==> src/rtl/pc_sequencer_pkg.sv <==
// -----------------------------------------------------------------------------
// pc_pkg
//   Shared types and default constants for the fetch program-counter
//   sequencer.
//   - pc_state_e   : sequencer FSM encoding (BOOT, RUN, REDIR), 2 bits
//   - RESET_PC_DEF : default PC after reset
//   - INC_DEF      : default sequential increment in bytes
//   - TRAP_PC_DEF  : default vector for misaligned redirect targets
// -----------------------------------------------------------------------------
package pc_pkg;

    typedef enum logic [1:0] {
        BOOT  = 2'd0,
        RUN   = 2'd1,
        REDIR = 2'd2
    } pc_state_e;

    localparam logic [31:0] RESET_PC_DEF = 32'h0000_0000;
    localparam int          INC_DEF      = 4;
    localparam logic [31:0] TRAP_PC_DEF  = 32'h0000_0080;

endpackage

==> src/rtl/pc_sequencer_adder.sv <==
// -----------------------------------------------------------------------------
// pc_sequencer_adder
//   Plain modulo-2^WIDTH adder used to form the sequential next PC.
//   Carry out is dropped on purpose: the PC wraps silently.
// Ports:
//   a   in  WIDTH  first operand (current PC)
//   b   in  WIDTH  second operand (increment)
//   sum out WIDTH  a + b, truncated to WIDTH bits
// -----------------------------------------------------------------------------
module pc_sequencer_adder #(
    parameter int WIDTH = 32
) (
    input  logic [WIDTH-1:0] a,
    input  logic [WIDTH-1:0] b,
    output logic [WIDTH-1:0] sum
);

    assign sum = a + b;

endmodule

==> src/rtl/pc_sequencer.sv <==
// -----------------------------------------------------------------------------
// pc_sequencer
//   Program-counter register and fetch-request generator for the front end.
//   Issues pc as a valid/ready request to instruction memory, advances by INC
//   on each accepted request, and follows branch/jump redirects. While a
//   request is held (valid but not accepted) the pc is frozen and the
//   youngest redirect is parked in a pending register until acceptance.
//
// Optional feature (macro PC_ALIGN_CHECK_EN):
//   defined   : a selected redirect target with target[1:0] != 0 is replaced
//               by TRAP_PC and misalign pulses for one cycle after selection.
//   undefined : target[1:0] is forced to 2'b00, misalign is tied to 0.
//
// Ports:
//   clk            in   1      clock, rising edge
//   rst_n          in   1      asynchronous active-low reset
//   stall          in   1      hazard stall, blocks acceptance
//   branch_taken   in   1      redirect pulse from execute
//   branch_target  in   WIDTH  branch destination
//   jump           in   1      redirect pulse from decode (wins over branch)
//   jump_target    in   WIDTH  jump destination
//   fetch_ready    in   1      instruction memory accepts the request
//   fetch_valid    out  1      request valid
//   pc             out  WIDTH  fetch address
//   pc_plus_inc    out  WIDTH  pc + INC, combinational (link value)
//   misalign       out  1      misaligned redirect target seen
// -----------------------------------------------------------------------------
module pc_sequencer
    import pc_pkg::*;
#(
    parameter int               WIDTH    = 32,
    parameter logic [WIDTH-1:0] RESET_PC = WIDTH'(RESET_PC_DEF),
    parameter int               INC      = INC_DEF,
    parameter logic [WIDTH-1:0] TRAP_PC  = WIDTH'(TRAP_PC_DEF)
) (
    input  logic             clk,
    input  logic             rst_n,
    input  logic             stall,
    input  logic             branch_taken,
    input  logic [WIDTH-1:0] branch_target,
    input  logic             jump,
    input  logic [WIDTH-1:0] jump_target,
    input  logic             fetch_ready,
    output logic             fetch_valid,
    output logic [WIDTH-1:0] pc,
    output logic [WIDTH-1:0] pc_plus_inc,
    output logic             misalign
);

    localparam logic [1:0]       ST_BOOT  = BOOT;
    localparam logic [1:0]       ST_RUN   = RUN;
    localparam logic [1:0]       ST_REDIR = REDIR;
    localparam logic [WIDTH-1:0] INC_W    = WIDTH'(INC);

    logic [1:0]       state, state_nxt;
    logic [WIDTH-1:0] pc_q, pc_nxt;
    logic [WIDTH-1:0] pend_pc, pend_nxt;
    logic [WIDTH-1:0] raw_target, target;
    logic             redir, accept;

    // ------------------------------------------------------------------
    // Sequential next PC comes from the shared adder instance.
    // ------------------------------------------------------------------
    pc_sequencer_adder #(
        .WIDTH (WIDTH)
    ) u_inc (
        .a   (pc_q),
        .b   (INC_W),
        .sum (pc_plus_inc)
    );

    assign pc          = pc_q;
    assign fetch_valid = (state != ST_BOOT);
    assign accept      = fetch_valid & fetch_ready & ~stall;

    // Decode is younger than execute in program order only if both fire
    // together because execute is flushing; jump still wins here since the
    // execute-side flush of decode is handled downstream.
    assign redir      = jump | branch_taken;
    assign raw_target = jump ? jump_target : branch_target;

`ifdef PC_ALIGN_CHECK_EN
    logic bad_align;
    logic misalign_q;

    assign bad_align = |raw_target[1:0];
    assign target    = bad_align ? TRAP_PC : raw_target;

    // Every redirect is either loaded or parked in the same cycle, so the
    // pulse simply follows any misaligned redirect by one cycle.
    always_ff @(posedge clk or negedge rst_n) begin
        if (!rst_n) misalign_q <= 1'b0;
        else        misalign_q <= redir & bad_align;
    end

    assign misalign = misalign_q;
`else
    localparam logic [WIDTH-1:0] ALIGN_MASK = ~WIDTH'(3);

    assign target   = raw_target & ALIGN_MASK;
    assign misalign = 1'b0;
`endif

    // ------------------------------------------------------------------
    // Next-state / next-PC / pending selection.
    // pc only moves on acceptance, except out of BOOT where no request
    // is outstanding yet.
    // ------------------------------------------------------------------
    always_comb begin
        state_nxt = state;
        pc_nxt    = pc_q;
        pend_nxt  = pend_pc;
        case (state)
            ST_BOOT: begin
                state_nxt = ST_RUN;
                if (redir) pc_nxt = target;
            end
            ST_RUN: begin
                if (accept) begin
                    pc_nxt = redir ? target : pc_plus_inc;
                end else if (redir) begin
                    pend_nxt  = target;
                    state_nxt = ST_REDIR;
                end
            end
            ST_REDIR: begin
                if (accept) begin
                    // A fresh redirect is younger than the parked one.
                    pc_nxt    = redir ? target : pend_pc;
                    state_nxt = ST_RUN;
                end else if (redir) begin
                    pend_nxt = target;
                end
            end
            default: begin
                state_nxt = ST_BOOT;
            end
        endcase
    end

    always_ff @(posedge clk or negedge rst_n) begin
        if (!rst_n) begin
            state   <= ST_BOOT;
            pc_q    <= RESET_PC;
            pend_pc <= '0;
        end else begin
            state   <= state_nxt;
            pc_q    <= pc_nxt;
            pend_pc <= pend_nxt;
        end
    end

endmodule

==> config.mk <==
export PLATFORM = sky130hd
export DESIGN_NAME = pc_sequencer
export DESIGN_NICKNAME = d
export VERILOG_FILES = /design/src/rtl/pc_sequencer_pkg.sv /design/src/rtl/pc_sequencer_adder.sv /design/src/rtl/pc_sequencer.sv
export SDC_FILE = /design/constraint.sdc
export NUM_CORES = 1
export LEC_CHECK = 0
export ABC_CLOCK_PERIOD_IN_PS = 4000
export BUFFER_PORTS_ARGS = -buffer_cell sky130_fd_sc_hd__buf_2
export CORE_ASPECT_RATIO = 0.8
export CORE_MARGIN = 10
export CORE_UTILIZATION = 45
export DETAILED_ROUTE_END_ITERATION = 12
export GPL_ROUTABILITY_DRIVEN = 0
export GPL_TIMING_DRIVEN = 0
export PLACE_DENSITY = 0.69
export SYNTH_ARGS = -nofsm -noshare
export SYNTH_HDL_FRONTEND = slang
export SYNTH_HIERARCHICAL = 1
export SYNTH_SLANG_ARGS = --single-unit
==> constraint.sdc <==
create_clock -name clk -period 4 [get_ports clk]
set_clock_uncertainty 0.15 [all_clocks]
set_input_delay 1 -clock clk [delete_from_list [all_inputs] [get_ports clk]]
set_output_delay 1 -clock clk [all_outputs]
set_load 0.02 [all_outputs]
* Word-level counts from Yosys, hierarchy flattened
Index checks and enable logic that the tools add are counted.
Word-level totals: logic and storage cells 34, output and inout port bits 66, bits of input ports 70, register bits 66
Operators by class: muxes and demuxes 11, bitwise logic cells 5, equality and inequality tests 7, reduce and logical (&&, ||, !) cells 7, add/subtract/negate cells 1
Operator list (count):
- $mux 32 | 6
- $pmux 32 s3 | 1
- $add 32x3->32 const B | 1
- $ne 2x2->1 const B | 5
- $mux 2 | 3
- $pmux 2 s3 | 1
- $reduce_and 4->1 | 1
- $reduce_and 3->1 | 1
- $reduce_bool 3->1 | 1
- $and 1x1->1 | 2
- $eq 2x1->1 const B | 1
- $eq 2x2->1 const B | 1
- $logic_not 2->1 | 1
- $not 1->1 | 2
- $reduce_and 2->1 | 1
- $reduce_bool 2->1 | 1
- $reduce_or 2->1 | 1
- $or 1x1->1 | 1

* Logic depth before layout (Yosys ltp)
word-level depth 5, depth in mapped cells 12, gate-level depth less buffers 12

* Cells and area by module
Netlist, hierarchy kept.
Modules (own cells, without submodules):
- pc_sequencer | sequential area each 1651.6 µm², cells each 445, times used 1, area each 3871.2 µm²
- pc_sequencer_adder | sequential area each 0.0 µm², cells each 236, times used 1, area each 1725.4 µm²

* Worst setup path before layout
No wires, ideal clock.
kind reg2out, start reg pc_q[3], in the netlist pc[3], end out pc_plus_inc[26], buffers on the path 0, arrival time 2.509 ns, cell stages (with the launch flop) 8, slack 0.341 ns, required time 2.850 ns, cell sequence dfrtp_1 > ha_1 > and3_1 > a221oi_4 > o211ai_4 > a311oi_2 > nor2_1 > a311oi_1
On the way: cells in the longest elaborated chain, start to end 1
RTL lines:
- start: declaration | line pc_sequencer.sv:56 | logic [WIDTH-1:0] pc_q, pc_nxt;
- start signal: assignment | line pc_sequencer.sv:148 | pc_q <= pc_nxt;
- $add 32x3->32 | line pc_sequencer_adder.sv:18 | assign sum = a + b;
- end: declaration | line pc_sequencer.sv:46 | output logic [WIDTH-1:0] pc_plus_inc,
No other way between the ends.

* Worst setup path after layout
start reg pc_q[5], in the netlist pc[5], end out pc_plus_inc[26]
Same word-level chain as after synthesis.

==> results.yml <==
status:
  outcome: "finished, final reports clean"
place:
  place_ws_ns: 0.1902
  placed_cell_area_um2: 6560
  io_buffer_count: 130
  place_hpwl_um: 14740
  place_inst: 995
pwr:
  p_leak_nw: 3.443
  comb_power_share: 0.702
  p_int_mw: 3.127
  power.density_nw_per_um2: 923.4
  clock_power_share: 0.115
  irDropWorstVdd_mv: 0.4686
  p_total_mw: 6.560
  switchingPower_mw: 3.434
  p_seq_frac: 0.183
  sw_frac_of_total: 0.5234
global_route:
  antenna_found_initial: 0
  grt_pass1_wl_um: 31470
  first_global_vias: 6138
  busiest_layer: "met2"
  use_met2: 0.3598
  grt_use_met1: 0.2928
  use_met3: 0.05912
  grt_usage: 0.2253
  grt_overflow: 0
  grt_start_max_net_pins: 67
logic_synthesis:
  ys_warn_count: 6
  seq_area_frac_synth: 0.2951
  synth-seq-cells: 66
  synth_edf_count: 0
  postSynth.asyncResetShare: 1.000
  avgSynthCellArea_um2: 8.218
  synth_area_leaders: "dfrtp_1, o21ai_0, ha_1"
  syn_inst: 681
  netlist_area_um2: 5597
  synth_ff_type: "dfrtp_1"
  synth_top_area_frac: 0.2951
  yosys.area.top_type: "dfrtp_1"
  ys_types: 59
clock_tree:
  clock_latency_ns: 0.34
  h-tree-depth: 3
  ctsLongestPathBuffers: 2
  clk_pin_slew_ns: 0.05
  cts_inserted_buffers: 9
  clock_sinks: 66
  cts_tree: "done"
  cts-root-buf: "clkbuf_16"
  postCtsHoldBufs: 0
timing:
  clock.fmax_mhz: 251.6
  finalSetupViolCount: 0
  worstMarginPinSlew_ns: 0.8976
  whs_ns: 0.3222
  min_period_over_period: 0.9938
  fin_setup_tns_ns: 0
  min_period_ns: 3.975
  slew_headroom: 0.4016
  rsz0062_at_grt: "true"
  finalHoldViolCount: 0
  worst_slack_ns: 0.02495
  drv_slew: 0
layout:
  seq_area_um2: 1654
  fin_util: 0.5842
  final_cells: 1019
  multi_input_area_um2: 3945
  stdcell_area_um2: 7104
  nFillCells: 1169
  area_delta_synth_final_pct: 26.94
  n_antenna_cell: 0
  drive_gt1_frac: 0.2341
  num-nets-final: 970
routing:
  drtAntennaViolNets: 0
  detail_route.wl_per_cell_um: 19.48
  via_per_inst: 5.846
  wl_um: 19850
  dr_total_vias: 5957
  drc: 0
  firstDrtPassIters: 5
  drt-initial-drc-count: 601
worst_setup_path:
  crit_top_cell: "buf_4"
  cp_cell_sequence: "ha_4 -> and3_4 -> a221oi_4 -> o211ai_4 -> a311oi_4 -> buf_4 -> nor2_4 -> a311oi_2 -> buf_4"
  crit_fanout: 4
  endpoint_kind: "output port"
  cpLargestDelayFamily: "compound AO/OA/AOI/OAI gates"
  critPathKind: "reg -> out"
  cp.required_ns: 2.85
  crit_slowest_cell: "dfrtp_2"
  crit_buf_inv: 2
  crit_path_start_kind: "flop"
  critPathArrivalTime_ns: 2.83
  cpPeakStageDelay_ns: 0.44
job:
  max_cap_viol_count: 0
die:
  die_height_um: 119.7
  fp.coreArea_um2: 12160
  die_x_um: 144.7
  dieArea_um2: 17330
  io_pins: 136
  start_util: 0.4602
  fp-row-count: 36
hold_path:
  hp-class: "reg -> reg"
## cell usage after synthesis, drive strengths merged, types with 2 or more instances
master,number
a31oi,4
and3,4
buf,16
xnor2,18
nor2b,4
a211o,2
and4,2
o21a,3
mux2i,31
a211oi,3
a31o,3
nand2,83
nor3,5
a311oi,4
clkbuf,40
nor2,21
inv,11
a21oi,57
a22o,31
or3b,2
a22oi,3
a21o,11
and2,4
dfrtp,66
o21ai,103
o211ai,2
nand4,5
o21bai,34
nand3,37
ha,36
xor2,12
conb,2
o31ai,4
o32ai,2
## final timing paths
kind,startpoint,endpoint,slack [ns],cells past startpoint
max,pc[5]$_DFFE_PN0P_,pc_plus_inc[26],0.02,9
min,pend_pc[7]$_DFFE_PN0P_,pend_pc[7]$_DFFE_PN0P_,0.32,2
max reg2reg,pc[5]$_DFFE_PN0P_,pc[26]$_DFFE_PN0P_,0.96,12
min reg2reg,pend_pc[7]$_DFFE_PN0P_,pend_pc[7]$_DFFE_PN0P_,0.32,2
max in group asynchronous,rst_n,pc[5]$_DFFE_PN0P_,2.41,1
min in group asynchronous,rst_n,pc[0]$_DFFE_PN0P_,0.60,1
## cells by family (layout without fill, tap and decap cells)
family	Yosys count	in the layout	share of synthesized area
mux	31	31	0.05544
xor+xnor	30	30	0.04695
buf+inv	67	221	0.05321
fa+ha+maj	37	37	0.08406
compound gates	279	279	0.3275
other cells	2	34	0.001342
simple gates	169	169	0.1364
flops	66	66	0.2951
## area by class of cell
cell class	count	share of cell area
timing repair buffer	140	0.1055
inverter	11	0.005812
tap	152	0.02677
sequential	66	0.2328
multi-input combinational	580	0.5553
clock buffer	12	0.03610
buffer	55	0.03558
clock inverter	3	0.002113
## tightest hold or removal path, delay by kind of cell (launching register included)
family / cells / cell delay [ns]
flip-flops: 1 / 0.33
AND/OR/NAND/NOR: 1 / 0.05
AO/OA/AOI/OAI: 1 / 0.06
## power groups by stage
| stage | combinational, mW | sequential (mW) | clock [mW] |
|---|---|---|---|
| 4_1_cts | 4.32 | 1.20 | 0.756 |
| 2_1_floorplan | 2.82 | 1.31 | 0 |
| 6_report | 4.61 | 1.20 | 0.752 |
| 3_3_place_gp | 4.12 | 1.20 | 0 |
| 5_1_grt | 5.01 | 1.24 | 0.789 |
| 3_5_place_dp | 4.20 | 1.20 | 0 |
## sequential cells by signal, summed over array words and instances (netlist names)
| signal | cells |
|---|---|
| state | 2 |
| pc | 32 |
| pend_pc | 32 |
## routing by layer
layer / wire [µm] / vias up
met5: 0 / -
li1: - / 2828
met2: 9136 / 246
met1: 8844 / 2856
met4: 301 / 0
met3: 1572 / 27
## layout by cell type, fill, tap and decap left out, drive strengths merged, types with 4 or more instances in the layout
cell type / synthesis / layout
a21o: 11 / 11
a21oi: 57 / 57
a22o: 31 / 31
a311oi: 4 / 4
a31oi: 4 / 4
and2: 4 / 4
and3: 4 / 4
buf: 16 / 156
clkbuf: 40 / 51
conb: 2 / 34
dfrtp: 66 / 66
ha: 36 / 36
inv: 11 / 11
mux2i: 31 / 31
nand2: 83 / 83
nand3: 37 / 37
nand4: 5 / 5
nor2: 21 / 21
nor2b: 4 / 4
nor3: 5 / 5
o21ai: 103 / 103
o21bai: 34 / 34
o31ai: 4 / 4
xnor2: 18 / 18
xor2: 12 / 12
## repair_timing
item,CTS,global route
setup buffers,3,7
gates resized for setup,13,26
endpoints found under the setup margin,10,12
pin swaps,3,14
(Power assumes the default switching activity.)
